### config.mk
export PLATFORM = sky130hd
export DESIGN_NAME = uart_rx
export DESIGN_NICKNAME = d
export VERILOG_FILES = /design/src/rtl/uart_rx.sv
export SDC_FILE = /design/constraint.sdc
export NUM_CORES = 1
export LEC_CHECK = 0
export ABC_AREA = 1
export CORE_MARGIN = 2
export CORE_UTILIZATION = 40
export DETAILED_ROUTE_END_ITERATION = 8
export GPL_ROUTABILITY_DRIVEN = 0
export GPL_TIMING_DRIVEN = 0
export HOLD_SLACK_MARGIN = 0.08
export SLEW_MARGIN = 30
export SYNTH_ARGS = -nofsm -noshare
export SYNTH_HDL_FRONTEND = slang
export SYNTH_SLANG_ARGS = --single-unit
### constraint.sdc
create_clock -name clk -period 3.7 [get_ports clk]
set_clock_uncertainty 0.1 [all_clocks]
set_input_delay 0.37 -clock clk [delete_from_list [all_inputs] [get_ports clk]]
set_output_delay 0.37 -clock clk [all_outputs]
set_load 0.01 [all_outputs]
### src/rtl/uart_rx.sv
// 8N1 UART receiver with 2-flop input synchronizer and mid-bit sampling.
// Define UART_RX_PARITY_EN to insert an even-parity bit after data bit 7.
module uart_rx #(
    parameter logic [12:0] BPS_DIV  = 13'd5207,
    parameter logic [12:0] BPS_DIV2 = 13'd2603
) (
    input  logic       clk,
    input  logic       rst_n,
    input  logic       rx,
    output logic [7:0] rx_data,
    output logic       rx_valid,
    output logic       frame_err,
    output logic       busy
);

`ifdef UART_RX_PARITY_EN
    typedef enum logic [2:0] {IDLE, START, DATA, PARITY, STOP} state_t;
`else
    typedef enum logic [2:0] {IDLE, START, DATA, STOP} state_t;
`endif

    state_t      state_q, state_d;
    logic        rx_meta_q, rx_s_q, rx_prev_q;
    logic [12:0] cnt_q, cnt_d;
    logic [2:0]  bit_idx_q, bit_idx_d;
    logic [7:0]  shift_q, shift_d;
    logic [7:0]  rx_data_q, rx_data_d;
    logic        rx_valid_q, rx_valid_d;
    logic        frame_err_q, frame_err_d;
    logic        busy_q, busy_d;
    logic        sample;
    logic        parity_ok;

`ifdef UART_RX_PARITY_EN
    logic par_err_q, par_err_d;
    assign parity_ok = !par_err_q;
`else
    assign parity_ok = 1'b1;
`endif

    assign sample = (cnt_q == BPS_DIV2);

    always_comb begin
        state_d     = state_q;
        cnt_d       = cnt_q;
        bit_idx_d   = bit_idx_q;
        shift_d     = shift_q;
        rx_data_d   = rx_data_q;
        rx_valid_d  = 1'b0;
        frame_err_d = 1'b0;
`ifdef UART_RX_PARITY_EN
        par_err_d   = par_err_q;
`endif

        if (state_q == IDLE) begin
            cnt_d = '0;
        end else if (cnt_q == BPS_DIV) begin
            cnt_d = '0;
        end else begin
            cnt_d = cnt_q + 13'd1;
        end

        case (state_q)
            IDLE: begin
                if (rx_prev_q && !rx_s_q) begin
                    state_d = START;
                end
            end
            START: begin
                if (sample) begin
                    if (!rx_s_q) begin
                        state_d   = DATA;
                        bit_idx_d = '0;
`ifdef UART_RX_PARITY_EN
                        par_err_d = 1'b0;
`endif
                    end else begin
                        state_d = IDLE;
                    end
                end
            end
            DATA: begin
                if (sample) begin
                    shift_d   = {rx_s_q, shift_q[7:1]};
                    bit_idx_d = bit_idx_q + 3'd1;
                    if (bit_idx_q == 3'd7) begin
`ifdef UART_RX_PARITY_EN
                        state_d = PARITY;
`else
                        state_d = STOP;
`endif
                    end
                end
            end
`ifdef UART_RX_PARITY_EN
            PARITY: begin
                if (sample) begin
                    par_err_d = ^{shift_q, rx_s_q};
                    state_d   = STOP;
                end
            end
`endif
            STOP: begin
                // Leave mid-stop so a start edge half a bit later is caught.
                if (sample) begin
                    state_d = IDLE;
                    if (rx_s_q && parity_ok) begin
                        rx_data_d  = shift_q;
                        rx_valid_d = 1'b1;
                    end else begin
                        frame_err_d = 1'b1;
                    end
                end
            end
            default: state_d = IDLE;
        endcase

        busy_d = (state_d != IDLE);
    end

    always_ff @(posedge clk) begin
        if (!rst_n) begin
            state_q     <= IDLE;
            rx_meta_q   <= 1'b1;
            rx_s_q      <= 1'b1;
            rx_prev_q   <= 1'b1;
            cnt_q       <= '0;
            bit_idx_q   <= '0;
            shift_q     <= '0;
            rx_data_q   <= 8'h00;
            rx_valid_q  <= 1'b0;
            frame_err_q <= 1'b0;
            busy_q      <= 1'b0;
`ifdef UART_RX_PARITY_EN
            par_err_q   <= 1'b0;
`endif
        end else begin
            state_q     <= state_d;
            rx_meta_q   <= rx;
            rx_s_q      <= rx_meta_q;
            rx_prev_q   <= rx_s_q;
            cnt_q       <= cnt_d;
            bit_idx_q   <= bit_idx_d;
            shift_q     <= shift_d;
            rx_data_q   <= rx_data_d;
            rx_valid_q  <= rx_valid_d;
            frame_err_q <= frame_err_d;
            busy_q      <= busy_d;
`ifdef UART_RX_PARITY_EN
            par_err_q   <= par_err_d;
`endif
        end
    end

    assign rx_data   = rx_data_q;
    assign rx_valid  = rx_valid_q;
    assign frame_err = frame_err_q;
    assign busy      = busy_q;

endmodule

Word level (Yosys, flattened, before mapping)

Cells that the tools add are included.

Register bits: 41
Bits in latches: 0
RAM bits: 0
Memory bits (read-only): 0
Input port bits: 3
Memories: 0

Add/sub/neg operators: 2
$mul: 0
Divide/modulo/power cells: 0
Order comparisons: 0
Equal/unequal tests: 9
Shifts and indexed selects: 0
Muxes and demuxes: 13
Bitwise logic cells: 1
Reductions and logical operators: 10

Operators by type and width:

| operator                | number |
|---|---|
| $mux W3                 | 8 |
| $add A13 B1 Y13 const B | 1 |
| $eq A13 B12 Y1 const B  | 1 |
| $eq A13 B13 Y1 const B  | 1 |
| $pmux W3 S4             | 1 |
| $eq A3 B2 Y1 const B    | 2 |
| $ne A2 B2 Y1 const B    | 3 |
| $pmux W3 S2             | 1 |
| $reduce_and A3 Y1       | 2 |
| $reduce_and A4 Y1       | 1 |
| $add A3 B1 Y3 const B   | 1 |
| $eq A3 B1 Y1 const B    | 1 |
| $eq A3 B3 Y1 const B    | 1 |
| $logic_not A3 Y1        | 1 |
| $reduce_bool A3 Y1      | 1 |
| $reduce_or A3 Y1        | 1 |
| $mux W1                 | 2 |
| $mux W2                 | 1 |
| $reduce_and A2 Y1       | 1 |
| $reduce_bool A2 Y1      | 1 |
| $logic_and A1 B1 Y1     | 1 |
| $logic_not A1 Y1        | 1 |
| $not A1 Y1              | 1 |

Logic depth before layout (Yosys ltp)

Gate-level depths: netlist of run 1.

Word-level depth: 5
Gate-level depth with buffers: 10
Mapped depth without buffers: 10

Least setup slack after synthesis of run 1

OpenSTA, ideal clock, no wires.

Path kind: reg2reg
From: register cnt_q[0]
To: register bit_idx_q[1]
Setup time: 0.070 ns
Arrival: 1.329 ns
Setup slack: 2.202 ns
Cell stages (with the launch flop): 11
Cell sequence: dfxtp_1 -> ha_1 -> inv_1 -> nor2_4 -> nand2_2 -> nor2_4 -> nand3_4 -> inv_2 -> buf_6 -> nand2_2 -> a21oi_1

Cells in the longest elaborated chain, start to end: 3
Elaborated cells between the ends (all ways): 4
Those cells by class: eq/ne: 3; reduce/logical: 1

RTL lines:

| element                       | RTL line | RTL |
|---|---|---|
| start: declaration            | 24       | `logic [12:0] cnt_q, cnt_d;` |
| start signal: assignment      | 142      | `cnt_q <= cnt_d;` |
| $eq A13 B12 Y1 *              | 41       | `assign sample = (cnt_q == BPS_DIV2);` |
| $ne A2 B2 Y1 (no line)        | --       |  |
| $reduce_and A4 Y1 (no line) * | --       |  |
| end signal: assignment        | 143      | `bit_idx_q <= bit_idx_d;` |
| end: declaration              | 25       | `logic [2:0] bit_idx_q, bit_idx_d;` |

Every way passes the cells marked *; elsewhere a longest branch is shown, timed or not.
A chain may end at the register's enable or synchronous reset.

Worst setup path in the final report of run 1

From: register cnt_q[0]
To: register bit_idx_q[2]

Same word-level chain as after synthesis.

==> flow_summary.json, run 1 <==
{
  "status": "complete, no violations",
  "drive_gt1_frac": 0.139,
  "r2r_start": "cnt_q[0]",
  "final-setup-viol-count": 0,
  "synth_seq_cells": 41,
  "fp.dieArea_um2": 5190,
  "clk_transition_reported_paths_ns": 0.08,
  "rr_worst_depth": 10,
  "ys_seq_area_frac": 0.443,
  "n_antenna_cell": 0,
  "post-place-cells": 318,
  "multi_input_area_um2": 858,
  "io_pins": 14,
  "port_buffers": 13,
  "ff_latch_area_um2": 821,
  "finalMaxSlewViolations": 0,
  "crit_required_ns": 3.82,
  "cts.sinks": 41,
  "initial_core_util": 0.420,
  "power.density_nw_per_um2": 361,
  "drcViolationCount": 0,
  "layout_min_cycle_time_ns": 1.65,
  "tns_ns": 0,
  "syn_nets": 259,
  "synthArstFlopShare": 0,
  "synth_edf_count": 0,
  "row_count": 24,
  "synth_area_leader_cell": "dfxtp_1",
  "dp_hpwl_mm": 2.33,
  "yosysMostFrequentCell": "nand2_1",
  "clkLatencyLatePin_ns": 0.29,
  "synth_area_per_cell_um2": 7.32,
  "crit_type": "reg -> reg",
  "fp.dieW_um": 72.1,
  "yosysWarningCount": 0,
  "min_path_type": "reg -> reg",
  "antenna_found_initial": 0,
  "synthTopCellsByCount": "nand2_1 (52), nor2_1 (50), dfxtp_1 (41)",
  "vias_per_cell": 4.51,
  "p_leak_nw": 0.889,
  "synth_flop_cell": "dfxtp_1",
  "core_um2": 4410,
  "cp-start-kind": "flop",
  "period_share": 0.446,
  "finalNonFillerCells": 326,
  "final_antenna_net_count": 0,
  "r2r_setup_slack_ns": 2.05,
  "overflow": 0,
  "grt_max_degree": 14,
  "cts_setup_buffers": 0,
  "hp-start": "rx_meta_q",
  "die_h_um": 72.1,
  "netlist_area_um2": 1850,
  "wl_per_cell_um": 9.62,
  "nets": 279,
  "report.final.hold_viol_count": 0,
  "drtIter0Drc": 58,
  "cp-end-kind": "flop",
  "rsz0062_at_grt": "no",
  "arrival_ns": 1.78,
  "layout_setup_ws_ns": 2.05,
  "cts_hold_buf": 0,
  "yosys.area.top_type_share": 0.443,
  "drv_cap": 0,
  "crit_start": "cnt_q[0]",
  "cts_resized": 0,
  "synth_area_leaders": "dfxtp_1 (44%), nand2_1 (11%), nor2_1 (10%)",
  "track_usage": 0.135,
  "fillCellCount": 463,
  "grt_pass1_vias": 1294,
  "first_pass_iters": 4,
  "h-tree-depth": 2,
  "cts_buffer_depth": 2,
  "wirelength_mm": 3.14,
  "area_growth_pct": 15.7,
  "yosysUniqueCellTypes": 27,
  "min_to": "rx_s_q",
  "cts_inserted_buffers": 5,
  "pre_cts_slack_ns": 1.88,
  "grt_first_pass_wirelength_mm": 5.49,
  "hold_depth": 1,
  "cts_tree": "yes",
  "r2r-end": "bit_idx_q[2]",
  "synthCells": 253,
  "vias": 1471,
  "ir_drop_v": 0.000226,
  "cts-root-buf": "clkbuf_8",
  "max_freq_ghz": 0.605,
  "cp_max_fo": 10
}
[power breakdown]
group	internal [mW]	switching, mW
Clock	0.151	0.155
Combinational	0.00806	0.0121
Sequential	0.444	0.00261
Total	0.604	0.170
[layer usage]
metal  GRT usage  part of all wire  up-vias
met4      0.0440             0.014        0
met2       0.221              0.45       12
met1       0.170              0.51      634
met5           0                 0        -
li1            -                 -      819
met3      0.0417             0.027        6
[worst max-delay path by stage]
stage | cells after the start | slack [ns] | endpoint
6_report | 10 | 2.05 | bit_idx_q[2]
3_5_place_dp | 5 | 1.88 | rx_data[5]
5_1_grt | 10 | 1.84 | bit_idx_q[2]
3_3_place_gp | 5 | 1.90 | busy
2_1_floorplan | 10 | 2.20 | bit_idx_q[1]
4_1_cts | 10 | 2.02 | bit_idx_q[2]
[cells by family after synthesis]
family,Yosys count,share of synthesized area
and+or+nand+nor,146,0.372
DFF,41,0.443
buffers and inverters,40,0.0938
AOI/OAI and AO/OA,20,0.0594
adders and majority gates,3,0.0203
xor gates and xnor gates,2,0.00945
other,1,0.00202
[critical path, stage by stage (launching register included)]
cell     delay, ns
dfxtp_1       0.39
ha_1          0.22
inv_1         0.09
nor2_4        0.08
nand2_2       0.06
nor2_4        0.13
nand3_4       0.13
inv_2         0.08
buf_6         0.13
nand2_2       0.04
a21oi_1       0.10
[area by class of cell]
cell class | count | share of cell area
flip-flops and latches | 41 | 0.383
repair buffers | 13 | 0.0607
inverters | 35 | 0.0613
clock inverters | 2 | 0.00642
plain buffers | 5 | 0.0198
multi-input cells | 172 | 0.400
well taps | 52 | 0.0303
clock buffers | 6 | 0.0385
[state kept, by name (all words and copies together) (netlist names)]
register / cells
cnt_q: 13
rx_data: 8
shift_q: 8
bit_idx_q: 3
state_q: 3
busy: 1
frame_err: 1
rx_meta_q: 1
rx_prev_q: 1
rx_s_q: 1
rx_valid: 1
[placed cells by master (no fill, tap or decap)]
cell type / netlist / routed
clkinv_1: 1 / 1
a21oi_1: 6 / 6
nor2_1: 50 / 50
nand2_2: 6 / 6
buf_6: 3 / 3
clkdlybuf4s50_1: 0 / 13
inv_2: 3 / 3
xor2_1: 2 / 2
nor3_2: 2 / 2
o21ai_0: 10 / 10
nand3_4: 2 / 2
nand3_1: 10 / 10
or2_2: 3 / 3
buf_2: 1 / 1
nor2_2: 3 / 3
o21bai_1: 1 / 1
nand4_1: 5 / 5
o21ai_2: 2 / 2
clkbuf_1: 1 / 1
nor2_4: 4 / 4
nor3_1: 8 / 8
dfxtp_1: 41 / 41
ha_1: 3 / 3
clkinv_2: 0 / 1
clkinv_4: 0 / 1
conb_1: 1 / 1
nand3_2: 1 / 1
nand2_1: 52 / 52
clkbuf_8: 0 / 6
o21ai_1: 1 / 1
inv_1: 31 / 31
[per-stage QoR]
stage          hold WS [ns]  power, mW  utilization  instance area [um2]
5_1_grt               0.346      0.808        0.486                 2140
4_1_cts               0.321      0.785        0.486                 2140
3_5_place_dp          0.302      0.478        0.464                 2050
6_report              0.317      0.774        0.486                 2140
3_3_place_gp          0.293      0.478        0.464                 2050
2_1_floorplan         0.293      0.471            -                 1850
No activity file was read; power rests on OpenSTA's default activity.
==> run 2, diff against run 1 <==
Clock period 3.7 ns to 1.69 ns, I/O delays scaled along.
==> run 2 against run 1 <==
Net effect: non-clock buffer count rose by 1; routed wire length rose by 3.8%; hold slack barely moved; core utilization rose by 0.94 points; critical endpoint is now shift_q[6].
==> flow_summary.json, run 2 (synthesis results as in run 1) <==
{
  "finalMaxSlewViolations": 0,
  "fin_util": 0.495,
  "area_growth_pct": 18.0,
  "h-tree-depth": 2,
  "ir_drop_v": 0.000495,
  "drv_cap": 0,
  "regMostFlops": "cnt_q",
  "period_share": 0.925,
  "dp_hpwl_mm": 2.33,
  "drive_gt1_frac": 0.159,
  "overflow": 0,
  "port_buffers": 13,
  "cts.sinks": 41,
  "cts-root-buf": "clkbuf_8",
  "initial_core_util": 0.420,
  "first_pass_iters": 4,
  "fp.dieArea_um2": 5190,
  "status": "complete, no violations",
  "vias_per_cell": 4.52,
  "finalNonFillerCells": 328,
  "row_count": 24,
  "drtIter0Drc": 53,
  "nets": 281,
  "vias": 1482,
  "core_um2": 4410,
  "cp_max_fo": 5,
  "grt_max_degree": 14,
  "grt_first_pass_wirelength_mm": 5.49,
  "track_usage": 0.135,
  "final_common_cell": "nand2_1",
  "final_antenna_net_count": 0,
  "max_freq_ghz": 0.640,
  "total_power_mw": 1.70,
  "drcViolationCount": 0,
  "largest_reg_flops": 13,
  "crit_type": "reg -> reg",
  "post-place-cells": 318,
  "final-setup-viol-count": 0,
  "crit_required_ns": 1.78,
  "fp.dieW_um": 72.1,
  "final_cell_mix": "nand2_1 (52), nor2_1 (50), dfxtp_1 (39), inv_1 (31), clkdlybuf4s50_1 (13)",
  "cts_inserted_buffers": 5,
  "clkLatencyLatePin_ns": 0.29,
  "n_antenna_cell": 0,
  "clk_transition_reported_paths_ns": 0.08,
  "wl_per_cell_um": 9.92,
  "cts_tree": "yes",
  "die_h_um": 72.1,
  "io_pins": 14,
  "p_leak_nw": 0.894,
  "report.final.hold_viol_count": 0,
  "arrival_ns": 1.65,
  "min_path_type": "reg -> reg",
  "cp-start-kind": "flop",
  "layout_min_cycle_time_ns": 1.56,
  "cts_buffer_depth": 2,
  "power.density_nw_per_um2": 777,
  "wirelength_mm": 3.25,
  "tns_ns": 0,
  "grt_pass1_vias": 1294,
  "cp-end-kind": "flop",
  "antenna_found_initial": 0
}
run 2: path summary, 6_finish.rpt:
kind / from / slack (ns) / cells past startpoint / end
setup / recovery: cnt_q[0] / 0.13 / 9 / shift_q[6]
hold / removal: rx_meta_q / 0.32 / 1 / rx_s_q
setup reg to reg: cnt_q[0] / 0.13 / 9 / shift_q[6]
hold reg to reg: rx_meta_q / 0.32 / 1 / rx_s_q
run 2: layer usage:
| layer | routed length (um) | track usage | up-vias |
|---|---|---|---|
| met5 | 0 | 0 | - |
| met4 | 47 | 0.0440 | 0 |
| met3 | 98 | 0.0417 | 6 |
| met2 | 1450 | 0.221 | 14 |
| met1 | 1660 | 0.170 | 637 |
| li1 | - | - | 825 |
run 2: timing repair:
action,in CTS,in global routing
hold endpoints to repair,0,0
buffers inserted,0,1
gates resized for setup,0,7
hold buffers,0,0
setup endpoints to repair,0,32
run 2: worst max-delay path, stage by stage (launching register included):
cell     delay (ns)
dfxtp_4        0.38
ha_4           0.14
inv_1          0.07
nor2_4         0.08
nand2_2        0.07
nor2_4         0.17
buf_4          0.14
nand3_2        0.10
o21ai_0        0.16
nor2_1         0.05
run 2: cell type report:
type / instances / area [um2]
Clock inverter: 2 / 13.8
Multi-Input combinational cell: 173 / 885
Sequential cell: 41 / 828
Buffer: 5 / 42.5
Inverter: 35 / 131
Timing Repair Buffer: 14 / 138
Fill cell: 454 / 2230
Tap cell: 52 / 65.1
Clock buffer: 6 / 82.6
run 2: through the flow:
| stage | hold slack, ns | worst slack [ns] | cell area (um2) |
|---|---|---|---|
| 6_report | 0.316 | 0.127 | 2190 |
| 3_3_place_gp | 0.293 | 0.0349 | 2050 |
| 5_1_grt | 0.345 | -0.0165 | 2190 |
| 2_1_floorplan | 0.176 | 0.192 | 1850 |
| 3_5_place_dp | 0.302 | 0.0434 | 2050 |
| 4_1_cts | 0.321 | 0.00998 | 2140 |
run 2: power by group:
part / switching, mW / total [mW] / internal (mW) / leakage (nW)
combinational: 0.0270 / 0.0454 / 0.0184 / 0.510
sequential: 0.00695 / 0.979 / 0.972 / 0.333
clock: 0.344 / 0.675 / 0.331 / 0.0512
